[src/rtl/llc_pkg.sv]
// llc_pkg: shared definitions for the LLC command sequencer.
//   - trace operation encoding (op_e)
//   - default address field widths for a 64 B line, 16K-set LLC
//   - sequencer FSM state constants
//   - small op classification helpers
package llc_pkg;

    localparam int LLC_ADDR_W   = 32;
    localparam int LLC_INDEX_W  = 14;
    localparam int LLC_OFFSET_W = 6;
    localparam int LLC_TAG_W    = LLC_ADDR_W - LLC_INDEX_W - LLC_OFFSET_W;
    localparam int LLC_OP_W     = 4;

    typedef enum logic [LLC_OP_W-1:0] {
        OP_RD_D    = 4'd0,
        OP_WR_D    = 4'd1,
        OP_RD_I    = 4'd2,
        OP_SN_RD   = 4'd3,
        OP_SN_WR   = 4'd4,
        OP_SN_RWIM = 4'd5,
        OP_SN_INV  = 4'd6,
        OP_CLR     = 4'd8,
        OP_PRINT   = 4'd9
    } op_e;

    // FSM state encoding kept as plain constants so existing tooling that
    // decodes the state register keeps working.
    localparam logic [1:0] ST_IDLE  = 2'd0;
    localparam logic [1:0] ST_ISSUE = 2'd1;
    localparam logic [1:0] ST_SWEEP = 2'd2;

    // Op 7 and anything above 9 have no defined meaning in the trace format.
    function automatic logic is_bad_op(input logic [LLC_OP_W-1:0] op);
        return (op == 4'd7) || (op > 4'd9);
    endfunction

    function automatic logic is_sweep_op(input logic [LLC_OP_W-1:0] op);
        return (op == OP_CLR) || (op == OP_PRINT);
    endfunction

endpackage

[src/rtl/llc_cmd_fifo.sv]
// llc_cmd_fifo: synchronous FIFO holding packed {op, addr} trace commands.
//   clk, rst       clock / async active-high reset
//   push, wdata    write request (ignored while full)
//   pop,  rdata    read request (ignored while empty); rdata shows the head
//   full, empty    occupancy flags
//   count          number of stored entries, 0..DEPTH
module llc_cmd_fifo #(
    parameter int DATA_W = 36,
    parameter int DEPTH  = 4
) (
    input  logic                     clk,
    input  logic                     rst,
    input  logic                     push,
    input  logic [DATA_W-1:0]        wdata,
    input  logic                     pop,
    output logic [DATA_W-1:0]        rdata,
    output logic                     full,
    output logic                     empty,
    output logic [$clog2(DEPTH):0]   count
);

    localparam int PTR_W = $clog2(DEPTH);

    logic [DATA_W-1:0] mem [DEPTH];
    logic [PTR_W-1:0]  wr_ptr;
    logic [PTR_W-1:0]  rd_ptr;
    logic              do_push;
    logic              do_pop;

    assign full    = (count == (PTR_W + 1)'(DEPTH));
    assign empty   = (count == '0);
    assign do_push = push && !full;
    assign do_pop  = pop && !empty;
    assign rdata   = mem[rd_ptr];

    // NOTE: the storage array has no reset; only the pointers and count
    // define validity, so clearing the data would just cost flops.
    always_ff @(posedge clk) begin
        if (do_push) begin
            mem[wr_ptr] <= wdata;
        end
    end

    // DEPTH is a power of two, so the pointers wrap by natural overflow.
    always_ff @(posedge clk or posedge rst) begin
        if (rst) begin
            wr_ptr <= '0;
            rd_ptr <= '0;
            count  <= '0;
        end else begin
            if (do_push) begin
                wr_ptr <= wr_ptr + 1'b1;
            end
            if (do_pop) begin
                rd_ptr <= rd_ptr + 1'b1;
            end
            if (do_push && !do_pop) begin
                count <= count + 1'b1;
            end else if (do_pop && !do_push) begin
                count <= count - 1'b1;
            end
        end
    end

endmodule

[src/rtl/llc_cmd_sequencer.sv]
// llc_cmd_sequencer: buffers parsed trace commands and issues them one at a
// time to the LLC tag/state array, expanding clear/print into full-set
// sweeps and keeping access statistics.
//   clk, rst                       clock / async active-high reset
//   cmd_valid/ready/op/addr        command input (valid/ready)
//   cache_req/ack/hit              request handshake to the array
//   cache_op/tag/index             request payload, stable while cache_req=1
//   busy                           work pending or in progress
//   reads/writes/hits/misses_cnt   saturating access statistics
//   bad_cmd_cnt                    saturating count of undefined ops
module llc_cmd_sequencer
    import llc_pkg::*;
#(
    parameter int ADDR_W     = LLC_ADDR_W,
    parameter int INDEX_W    = LLC_INDEX_W,
    parameter int OFFSET_W   = LLC_OFFSET_W,
    parameter int FIFO_DEPTH = 4,
    parameter int CNT_W      = 32
) (
    input  logic                           clk,
    input  logic                           rst,
    input  logic                           cmd_valid,
    output logic                           cmd_ready,
    input  logic [3:0]                     cmd_op,
    input  logic [ADDR_W-1:0]              cmd_addr,
    output logic                           cache_req,
    input  logic                           cache_ack,
    input  logic                           cache_hit,
    output logic [3:0]                     cache_op,
    output logic [ADDR_W-INDEX_W-OFFSET_W-1:0] cache_tag,
    output logic [INDEX_W-1:0]             cache_index,
    output logic                           busy,
    output logic [CNT_W-1:0]               reads_cnt,
    output logic [CNT_W-1:0]               writes_cnt,
    output logic [CNT_W-1:0]               hits_cnt,
    output logic [CNT_W-1:0]               misses_cnt,
    output logic [CNT_W-1:0]               bad_cmd_cnt
);

    localparam int TAG_W   = ADDR_W - INDEX_W - OFFSET_W;
    localparam int ENTRY_W = 4 + ADDR_W;

    logic [1:0]                   state;
    logic [ENTRY_W-1:0]           fifo_rdata;
    logic                         fifo_full;
    logic                         fifo_empty;
    logic                         fifo_pop;
    logic [$clog2(FIFO_DEPTH):0]  fifo_count;
    logic [3:0]                   head_op;
    logic [ADDR_W-1:0]            head_addr;
    logic                         acked;
    logic                         unused_offset;

    assign head_op       = fifo_rdata[ENTRY_W-1 -: 4];
    assign head_addr     = fifo_rdata[ADDR_W-1:0];
    assign unused_offset = ^head_addr[OFFSET_W-1:0];
    assign cmd_ready     = !fifo_full;
    assign busy          = (fifo_count != '0) || (state != ST_IDLE);
    // An ack with no request outstanding (e.g. one left over from before a
    // reset) must not advance anything.
    assign acked         = cache_ack && cache_req;

    llc_cmd_fifo #(
        .DATA_W (ENTRY_W),
        .DEPTH  (FIFO_DEPTH)
    ) u_fifo (
        .clk   (clk),
        .rst   (rst),
        .push  (cmd_valid && cmd_ready),
        .wdata ({cmd_op, cmd_addr}),
        .pop   (fifo_pop),
        .rdata (fifo_rdata),
        .full  (fifo_full),
        .empty (fifo_empty),
        .count (fifo_count)
    );

    // The head entry stays in the FIFO for the whole transaction and is
    // popped on its final ack; bad ops are dropped straight from IDLE.
    always_comb begin
        fifo_pop = 1'b0;
        case (state)
            ST_IDLE:  fifo_pop = !fifo_empty && is_bad_op(head_op);
            ST_ISSUE: fifo_pop = acked;
            ST_SWEEP: fifo_pop = acked && (&cache_index);
            default:  fifo_pop = 1'b0;
        endcase
    end

    function automatic logic [CNT_W-1:0] sat_inc(input logic [CNT_W-1:0] v);
        return (&v) ? v : v + CNT_W'(1);
    endfunction

    // NOTE: all state here is sequential and uses non-blocking assignments
    // so every register samples pre-edge values regardless of statement order.
    always_ff @(posedge clk or posedge rst) begin
        if (rst) begin
            state       <= ST_IDLE;
            cache_req   <= 1'b0;
            cache_op    <= '0;
            cache_tag   <= '0;
            cache_index <= '0;
            reads_cnt   <= '0;
            writes_cnt  <= '0;
            hits_cnt    <= '0;
            misses_cnt  <= '0;
            bad_cmd_cnt <= '0;
        end else begin
            case (state)
                ST_IDLE: begin
                    if (!fifo_empty) begin
                        if (is_bad_op(head_op)) begin
                            bad_cmd_cnt <= sat_inc(bad_cmd_cnt);
                        end else if (is_sweep_op(head_op)) begin
                            if (head_op == OP_CLR) begin
                                reads_cnt  <= '0;
                                writes_cnt <= '0;
                                hits_cnt   <= '0;
                                misses_cnt <= '0;
                            end
                            // cache_index doubles as the sweep index.
                            cache_op    <= head_op;
                            cache_tag   <= '0;
                            cache_index <= '0;
                            cache_req   <= 1'b1;
                            state       <= ST_SWEEP;
                        end else begin
                            cache_op    <= head_op;
                            cache_tag   <= head_addr[ADDR_W-1 -: TAG_W];
                            cache_index <= head_addr[OFFSET_W +: INDEX_W];
                            cache_req   <= 1'b1;
                            state       <= ST_ISSUE;
                        end
                    end
                end

                ST_ISSUE: begin
                    if (acked) begin
                        cache_req <= 1'b0;
                        state     <= ST_IDLE;
                        if (cache_op == OP_RD_D || cache_op == OP_RD_I) begin
                            reads_cnt <= sat_inc(reads_cnt);
                        end
                        if (cache_op == OP_WR_D) begin
                            writes_cnt <= sat_inc(writes_cnt);
                        end
                        if (cache_op <= OP_RD_I) begin
                            if (cache_hit) begin
                                hits_cnt <= sat_inc(hits_cnt);
                            end else begin
                                misses_cnt <= sat_inc(misses_cnt);
                            end
                        end
                    end
                end

                ST_SWEEP: begin
                    if (acked) begin
                        if (&cache_index) begin
                            cache_req   <= 1'b0;
                            cache_index <= '0;
                            state       <= ST_IDLE;
                        end else begin
                            cache_index <= cache_index + 1'b1;
                        end
                    end
                end

                default: begin
                    cache_req <= 1'b0;
                    state     <= ST_IDLE;
                end
            endcase
        end
    end

endmodule
[config.mk]
export PLATFORM = sky130hd
export DESIGN_NAME = llc_cmd_sequencer
export DESIGN_NICKNAME = d
export VERILOG_FILES = /design/src/rtl/llc_pkg.sv /design/src/rtl/llc_cmd_fifo.sv /design/src/rtl/llc_cmd_sequencer.sv
export SDC_FILE = /design/constraint.sdc
export NUM_CORES = 1
export LEC_CHECK = 0
export ABC_CLOCK_PERIOD_IN_PS = 7200
export CAP_MARGIN = 15
export CORE_MARGIN = 2
export CORE_UTILIZATION = 56
export CTS_BUF_LIST = sky130_fd_sc_hd__clkbuf_8
export DETAILED_ROUTE_END_ITERATION = 10
export PLACE_DENSITY = 0.82
export SYNTH_ARGS = -nofsm -noshare
export SYNTH_HDL_FRONTEND = slang
export SYNTH_SLANG_ARGS = --single-unit
[constraint.sdc]
create_clock -name clk -period 7.2 [get_ports clk]
set_input_delay 1.08 -clock clk [delete_from_list [all_inputs] [get_ports clk]]
set_output_delay 1.08 -clock clk [all_outputs]
set_load 0.02 [all_outputs]
==> Yosys cells after proc, flatten, opt, wreduce, memory -nomap -nowiden <==
Memories as Yosys holds them, arrays and structs flattened.
Index checks and enable logic that the tools add are counted.
{ "totals": {"n_memories": 1, "ramBits": 144, "output_inout_bits": 193, "reg_bits": 200, "inputBits": 41} }
{ "op_classes": {"n_eq_ne": 24, "order_cmp": 2, "n_addsub": 10, "reduce_logical": 38, "bitwise_logic": 3, "mux": 47} }
{ "memory_table": {"columns": ["name", "depth", "width", "read_ports", "rd_ports_with_merged_regs", "wr", "line_no", "source"], "rows": [
  ["u_fifo.mem", 4, 36, 1, 0, 1, "llc_cmd_fifo.sv:24", "logic [DATA_W-1:0] mem [DEPTH];"]
]} }
{ "ops": {"columns": ["cell", "n"], "rows": [
  ["32-bit two-way mux", 18],
  ["32-bit case mux with 2 select lines", 4],
  ["32-bit by 1-bit adder with 32-bit output, second input constant", 5],
  ["32-bit AND reduction", 5],
  ["14-bit two-way mux", 5],
  ["2-bit != test, second input constant", 16],
  ["14-bit case mux with 2 select lines", 1],
  ["9-bit AND reduction", 2],
  ["8-bit AND reduction", 2],
  ["14-bit by 1-bit adder with 14-bit output, second input constant", 1],
  ["14-bit AND reduction", 1],
  ["12-bit two-way mux", 1],
  ["2-bit two-way mux", 6],
  ["4-bit equality test, second input constant", 2],
  ["1-bit logical AND", 8],
  ["4-bit AND reduction", 2],
  ["2-bit nonzero test", 4],
  ["1-bit two-way mux", 7],
  ["3-bit two-way mux", 2],
  ["1-bit case mux with 3 select lines", 2],
  ["2-bit case mux with 3 select lines", 1],
  ["5-bit AND reduction", 1],
  ["2-bit by 1-bit adder with 2-bit output, second input constant", 2],
  ["4-bit by 1-bit equality test with 1-bit output, second input constant", 1],
  ["other kinds (17)", 25]
]} }

==> Logic depth before layout (Yosys ltp) <==
An unclocked memory read counts as a cell.
{ "logic_depth": {"ltp_word": 9, "depth_mapped": 13} }

==> By module <==
Synthesis repeated with hierarchy kept, for this count alone.
{ "unflattened": {"hier_cells": 1484, "area_unflattened_um2": 16746.1} }
{ "modules_own_cells": {"columns": ["module", "seq_area_each_um2", "cells_each", "instances", "area_each_um2"], "rows": [
  ["llc_cmd_sequencer", 4829.6, 1260, 1, 11106.9],
  ["llc_cmd_fifo", 4499.3, 224, 1, 5639.2]
]} }

==> Least setup slack after synthesis <==
Ideal clock, no wire load.
{ "synth_timing": {"kind": "input -> register", "startpoint": "input cache_ack", "endpoint": "register reads_cnt[20]", "required_ps": 7122, "slack_ps": 4083, "cell_stages": 8, "arrival_time_ps": 3039, "setup_ps": 78, "path_cell_list": "nand2_1 a22oi_1 o21ai_0 clkbuf_1 or3_1 buf_2 or3_1 a21oi_1"} }
{ "synth_between": {"elab_chain_cells": 3} }
{ "synth_lines": {"columns": ["element", "line_no", "source"], "rows": [
  ["from (decl)", "llc_cmd_sequencer.sv:27", "input logic cache_ack,"],
  ["1-bit logical AND", "llc_cmd_sequencer.sv:61", "assign acked = cache_ack && cache_req;"],
  ["2-bit != test (no source line)", null, null],
  ["8-bit AND reduction (no source line)", null, null],
  ["to (signal assigned)", "llc_cmd_sequencer.sv:142", "reads_cnt <= sat_inc(reads_cnt);"],
  ["to (decl)", "llc_cmd_sequencer.sv:33", "output logic [CNT_W-1:0] reads_cnt,"]
]} }
No other way between the ends.
A chain may end at the register's enable or synchronous reset.

==> Worst setup path after layout <==
{ "layout_timing": {"startpoint": "register u_fifo.rd_ptr[0]", "endpoint": "register writes_cnt[25]"} }
{ "layout_between": {"elab_chain_cells": 5, "elab_cells_between_ends": 11} }
{ "layout_lines": {"columns": ["element", "line_no", "source"], "rows": [
  ["from (decl)", "llc_cmd_fifo.sv:26", "logic [PTR_W-1:0] rd_ptr;"],
  ["from (signal assigned)", "llc_cmd_fifo.sv:55", "rd_ptr <= rd_ptr + 1'b1;"],
  ["memory 4 x 36 bit (*)", null, null],
  ["4-bit > comparator (tied with other cells)", "llc_pkg.sv:34", "return (op == 4'd7) || (op > 4'd9);"],
  ["1-bit logical OR, on equally long branches", "llc_pkg.sv:34, llc_pkg.sv:38", null],
  ["2-bit != test (no source line)", null, null],
  ["8-bit AND reduction (no source line) (*)", null, null],
  ["to (signal assigned)", "llc_cmd_sequencer.sv:145", "writes_cnt <= sat_inc(writes_cnt);"],
  ["to (decl)", "llc_cmd_sequencer.sv:34", "output logic [CNT_W-1:0] writes_cnt,"]
]} }
Every way passes the cells marked *; elsewhere a longest branch is shown, timed or not.

==> flow_summary.ini <==
[run_status]
outcome = completed

[cts]
clk_latency_ns = 0.60
clock-root-buffer = sky130_fd_sc_hd__clkbuf_8
cts.repair_timing.setup_buffer_count = 0
clk_slew_on_worst_s_h_paths_ns = 0.06
post_cts.resized_instances = 0
htree_levels = 2
cts_tree = done
cts_made_buffers = 53
cts_hold_buffers = 0
cts_num_sinks = 320
max-clock-path-buffers = 3

[synth]
top_ff_cell_synth = sky130_fd_sc_hd__dfrtp_1
synthCells = 1356
area_share_of_the_leading_cell_type_in_the_synthesized_netlist = 0.329
post_synth.cell_area_avg_sq_um = 11.2
post_synth_main_area_contributors = sky130_fd_sc_hd__dfrtp_1 (33%), sky130_fd_sc_hd__edfxtp_1 (24%), sky130_fd_sc_hd__mux4_2 (4.4%)
yosysTopAreaCell = sky130_fd_sc_hd__dfrtp_1
ys_seq_elements = 320
yosys.cell_types.count = 70
synthArstFlopShare = 0.625
syn_nets = 1409
netlist_area_sq_um = 15200
synthesis.yosys.warnings = 0
number_of_flops_mapped_to_enable_cells_by_yosys = 120
ys_seq_area_frac = 0.566

[placement]
place_worst_setup_slack_ns = 2.88
gp_congestion = 0.872
portbufs = 227
hpwlAfterDp_microns = 24600
placement.cell_area_sq_um = 17800

[sta]
timing_worst_slew_pin_value_ns = 1.23
finalHoldViolations = 0
finalHoldWorstSlack_ns = 0.481
slew_viol_final = 0
setup_repair_after_global_routing_missed_its_margin = false
post-route-worst-setup-slack_ns = 3.47
slew_headroom = 0.175
layout_worst_path_cycle_share = 0.518
setup_violations = 0
tns_setup_ns = 0
layout_min_cycle_time_ns = 3.73
achievable-frequency_mhz = 268
finClkSkew_ns = 0.0277

[route]
remaining_number_of_nets_flagged_by_the_antenna_check_after_routing = 0
wirelength_microns = 37500
vias = 12000
drt-pass1-iter-count = 5
drtIter0Drc = 1133
detail_route.drc_violations = 0
viasPerCell = 6.07
wire_per_inst_microns = 19.0

[pwr]
peakVddDrop_uv = 260
power_leakage_nw = 7.21
power_density_nw_per_um2 = 331

[floorplanning]
die_outline_width_microns = 169
chipHeight_microns = 169
design.die.area_sq_um = 28500
pin_count = 234
placementRows = 60
floorplan.core_area_sq_um = 26800
initial_utilization = 0.567

[setup_path]
crit_end = writes_cnt[25]
setup_crit_path_kind = reg2reg
timing.critical_path.fanout_max = 32
setup.worst_path.start = u_fifo.rd_ptr[0]
cp_data_required_time_ns = 7.69
worstPathArrival_ns = 4.22
worstRegToRegCells = 7
timing.rr.start = u_fifo.rd_ptr[0]
regToRegEndpoint = writes_cnt[25]
reg2reg_setup_slack_ns = 3.47
worstSetupEndpointType = register
start_kind = register

[grt]
number_of_antenna_violations_at_the_first_check_in_global_routing = 0
gr-usage-all-layers = 0.261
grt_pass1_wl_microns = 60000
number_of_global_route_vias_before_repair = 11600
grt_overflow_total = 0
maximum_number_of_pins_on_one_net_before_global_route_repair = 139

[run]
max_cap_viol_count = 0

[layout]
layout.cell_area.non_filler_sq_um = 18800
post_route_cells_drive_above_1_share = 0.0881
layout.nets = 1643
synthToLayoutAreaGrowth_pct = 23.9
final_core_util = 0.703
antenna_cells_inserted = 0

[worst_hold_path]
holdCritPathClass = reg2reg
-- logic make-up after synthesis --
family / after synthesis / share of synthesized area
AOI/OAI and AO/OA: 215 / 0.0890
buffers and inverters: 102 / 0.0263
and+or+nand+nor: 577 / 0.205
xor gates and xnor gates: 89 / 0.0513
DFF: 320 / 0.566
adders and majority gates: 12 / 0.0104
muxes: 41 / 0.0521
-- registers in the layout (all words and copies together), names as in the netlist, 3 cells and up --
name,flops
u_fifo.mem,120
bad_cmd_cnt,32
hits_cnt,32
misses_cnt,32
reads_cnt,32
writes_cnt,32
cache_index,14
cache_tag,12
cache_op,4
u_fifo.count,3
-- stage by stage --
stage / std cells / total power (W)
after global routing: 1975 / 0.00657
after global placement: 1874 / 0.00459
after CTS: 1973 / 0.00624
after detailed placement: 1874 / 0.00468
after floorplan: 1356 / 0.00389
final: 1975 / 0.00623
-- worst min path at each step --
stage,startpoint,endpoint,slack (ns),cells past startpoint
6_report,cache_tag[3],cache_tag[3],0.48,2
5_1_grt,bad_cmd_cnt[30],bad_cmd_cnt[30],0.52,1
3_3_place_gp,cache_tag[3],cache_tag[3],0.46,2
2_1_floorplan,u_fifo.count[2],u_fifo.count[2],0.46,1
4_1_cts,cache_tag[3],cache_tag[3],0.49,2
3_5_place_dp,cache_tag[3],cache_tag[3],0.47,2
-- final cells by class --
cell class	instances	area, sq um
flip-flops and latches	320	8610
fillers	1965	7950
multi-input cells	934	6210
repair buffers	246	2430
clock buffers	58	798
well taps	341	427
clock inverters	41	230
inverters	35	139
-- cells in the mapped netlist, types with 6 or more instances --
| library cell | count |
|---|---|
| sky130_fd_sc_hd__a21o_1 | 6 |
| sky130_fd_sc_hd__a21oi_1 | 62 |
| sky130_fd_sc_hd__a31oi_1 | 7 |
| sky130_fd_sc_hd__and2_1 | 11 |
| sky130_fd_sc_hd__and3_1 | 27 |
| sky130_fd_sc_hd__and4_1 | 28 |
| sky130_fd_sc_hd__buf_1 | 8 |
| sky130_fd_sc_hd__clkbuf_1 | 55 |
| sky130_fd_sc_hd__dfrtp_1 | 200 |
| sky130_fd_sc_hd__edfxtp_1 | 120 |
| sky130_fd_sc_hd__ha_1 | 11 |
| sky130_fd_sc_hd__inv_1 | 35 |
| sky130_fd_sc_hd__mux2i_1 | 6 |
| sky130_fd_sc_hd__mux4_2 | 30 |
| sky130_fd_sc_hd__nand2_1 | 137 |
| sky130_fd_sc_hd__nand2b_1 | 8 |
| sky130_fd_sc_hd__nand3_1 | 61 |
| sky130_fd_sc_hd__nand4_1 | 42 |
| sky130_fd_sc_hd__nor2_1 | 88 |
| sky130_fd_sc_hd__nor3_1 | 47 |
| sky130_fd_sc_hd__nor3b_1 | 6 |
| sky130_fd_sc_hd__nor4_1 | 36 |
| sky130_fd_sc_hd__nor4b_1 | 9 |
| sky130_fd_sc_hd__o21ai_0 | 60 |
| sky130_fd_sc_hd__o31ai_1 | 27 |
| sky130_fd_sc_hd__o41ai_1 | 7 |
| sky130_fd_sc_hd__or3_1 | 24 |
| sky130_fd_sc_hd__or4_1 | 30 |
| sky130_fd_sc_hd__xnor2_1 | 67 |
| sky130_fd_sc_hd__xor2_1 | 22 |
-- critical path, cell delays in order (launching register included) --
cell and delay, ns:
sky130_fd_sc_hd__dfrtp_2 0.34, sky130_fd_sc_hd__buf_4 0.51, sky130_fd_sc_hd__mux4_2 0.69, sky130_fd_sc_hd__nor4b_4 0.45, sky130_fd_sc_hd__nor2_1 0.25, sky130_fd_sc_hd__or3_1 0.66
sky130_fd_sc_hd__or4_1 0.54, sky130_fd_sc_hd__a21oi_1 0.18
-- per-layer routing --
metal / part of all wire / vias to the layer above / track usage
met5: 0 / - / 0
met1: 0.41 / 5878 / 0.339
li1: - / 5568 / -
met2: 0.49 / 469 / 0.442
met4: 0.024 / 0 / 0.0832
met3: 0.073 / 74 / 0.0549
-- cell usage in the layout (no fill, tap or decap), drive strengths merged, types with 4 or more instances in the layout --
cell | synthesis | layout
a21o | 6 | 6
a21oi | 62 | 62
a31oi | 7 | 7
a32oi | 4 | 4
and2 | 12 | 12
and3 | 27 | 27
and4 | 28 | 28
buf | 12 | 19
clkbuf | 55 | 58
clkdlybuf4s50 | 0 | 227
clkinv | 0 | 17
dfrtp | 200 | 200
edfxtp | 120 | 120
ha | 11 | 11
inv | 35 | 57
mux2 | 5 | 5
mux2i | 6 | 6
mux4 | 30 | 30
nand2 | 137 | 137
nand2b | 8 | 8
nand3 | 61 | 61
nand3b | 5 | 5
nand4 | 42 | 42
nor2 | 88 | 88
nor3 | 47 | 47
nor3b | 6 | 6
nor4 | 37 | 37
nor4b | 10 | 10
o211ai | 5 | 5
o21a | 5 | 5
o21ai | 61 | 61
o31ai | 27 | 27
o41ai | 7 | 7
or3 | 25 | 25
or4 | 30 | 30
or4b | 5 | 5
xnor2 | 67 | 67
xor2 | 22 | 22
-- power breakdown --
group | internal (W) | switching [W] | total, W
combinational | 0.000863 | 0.00135 | 0.00221
clock | 0.000816 | 0.000733 | 0.00155
sequential | 0.00221 | 0.000258 | 0.00247
Note: power is estimated with default switching activity, not from simulation.
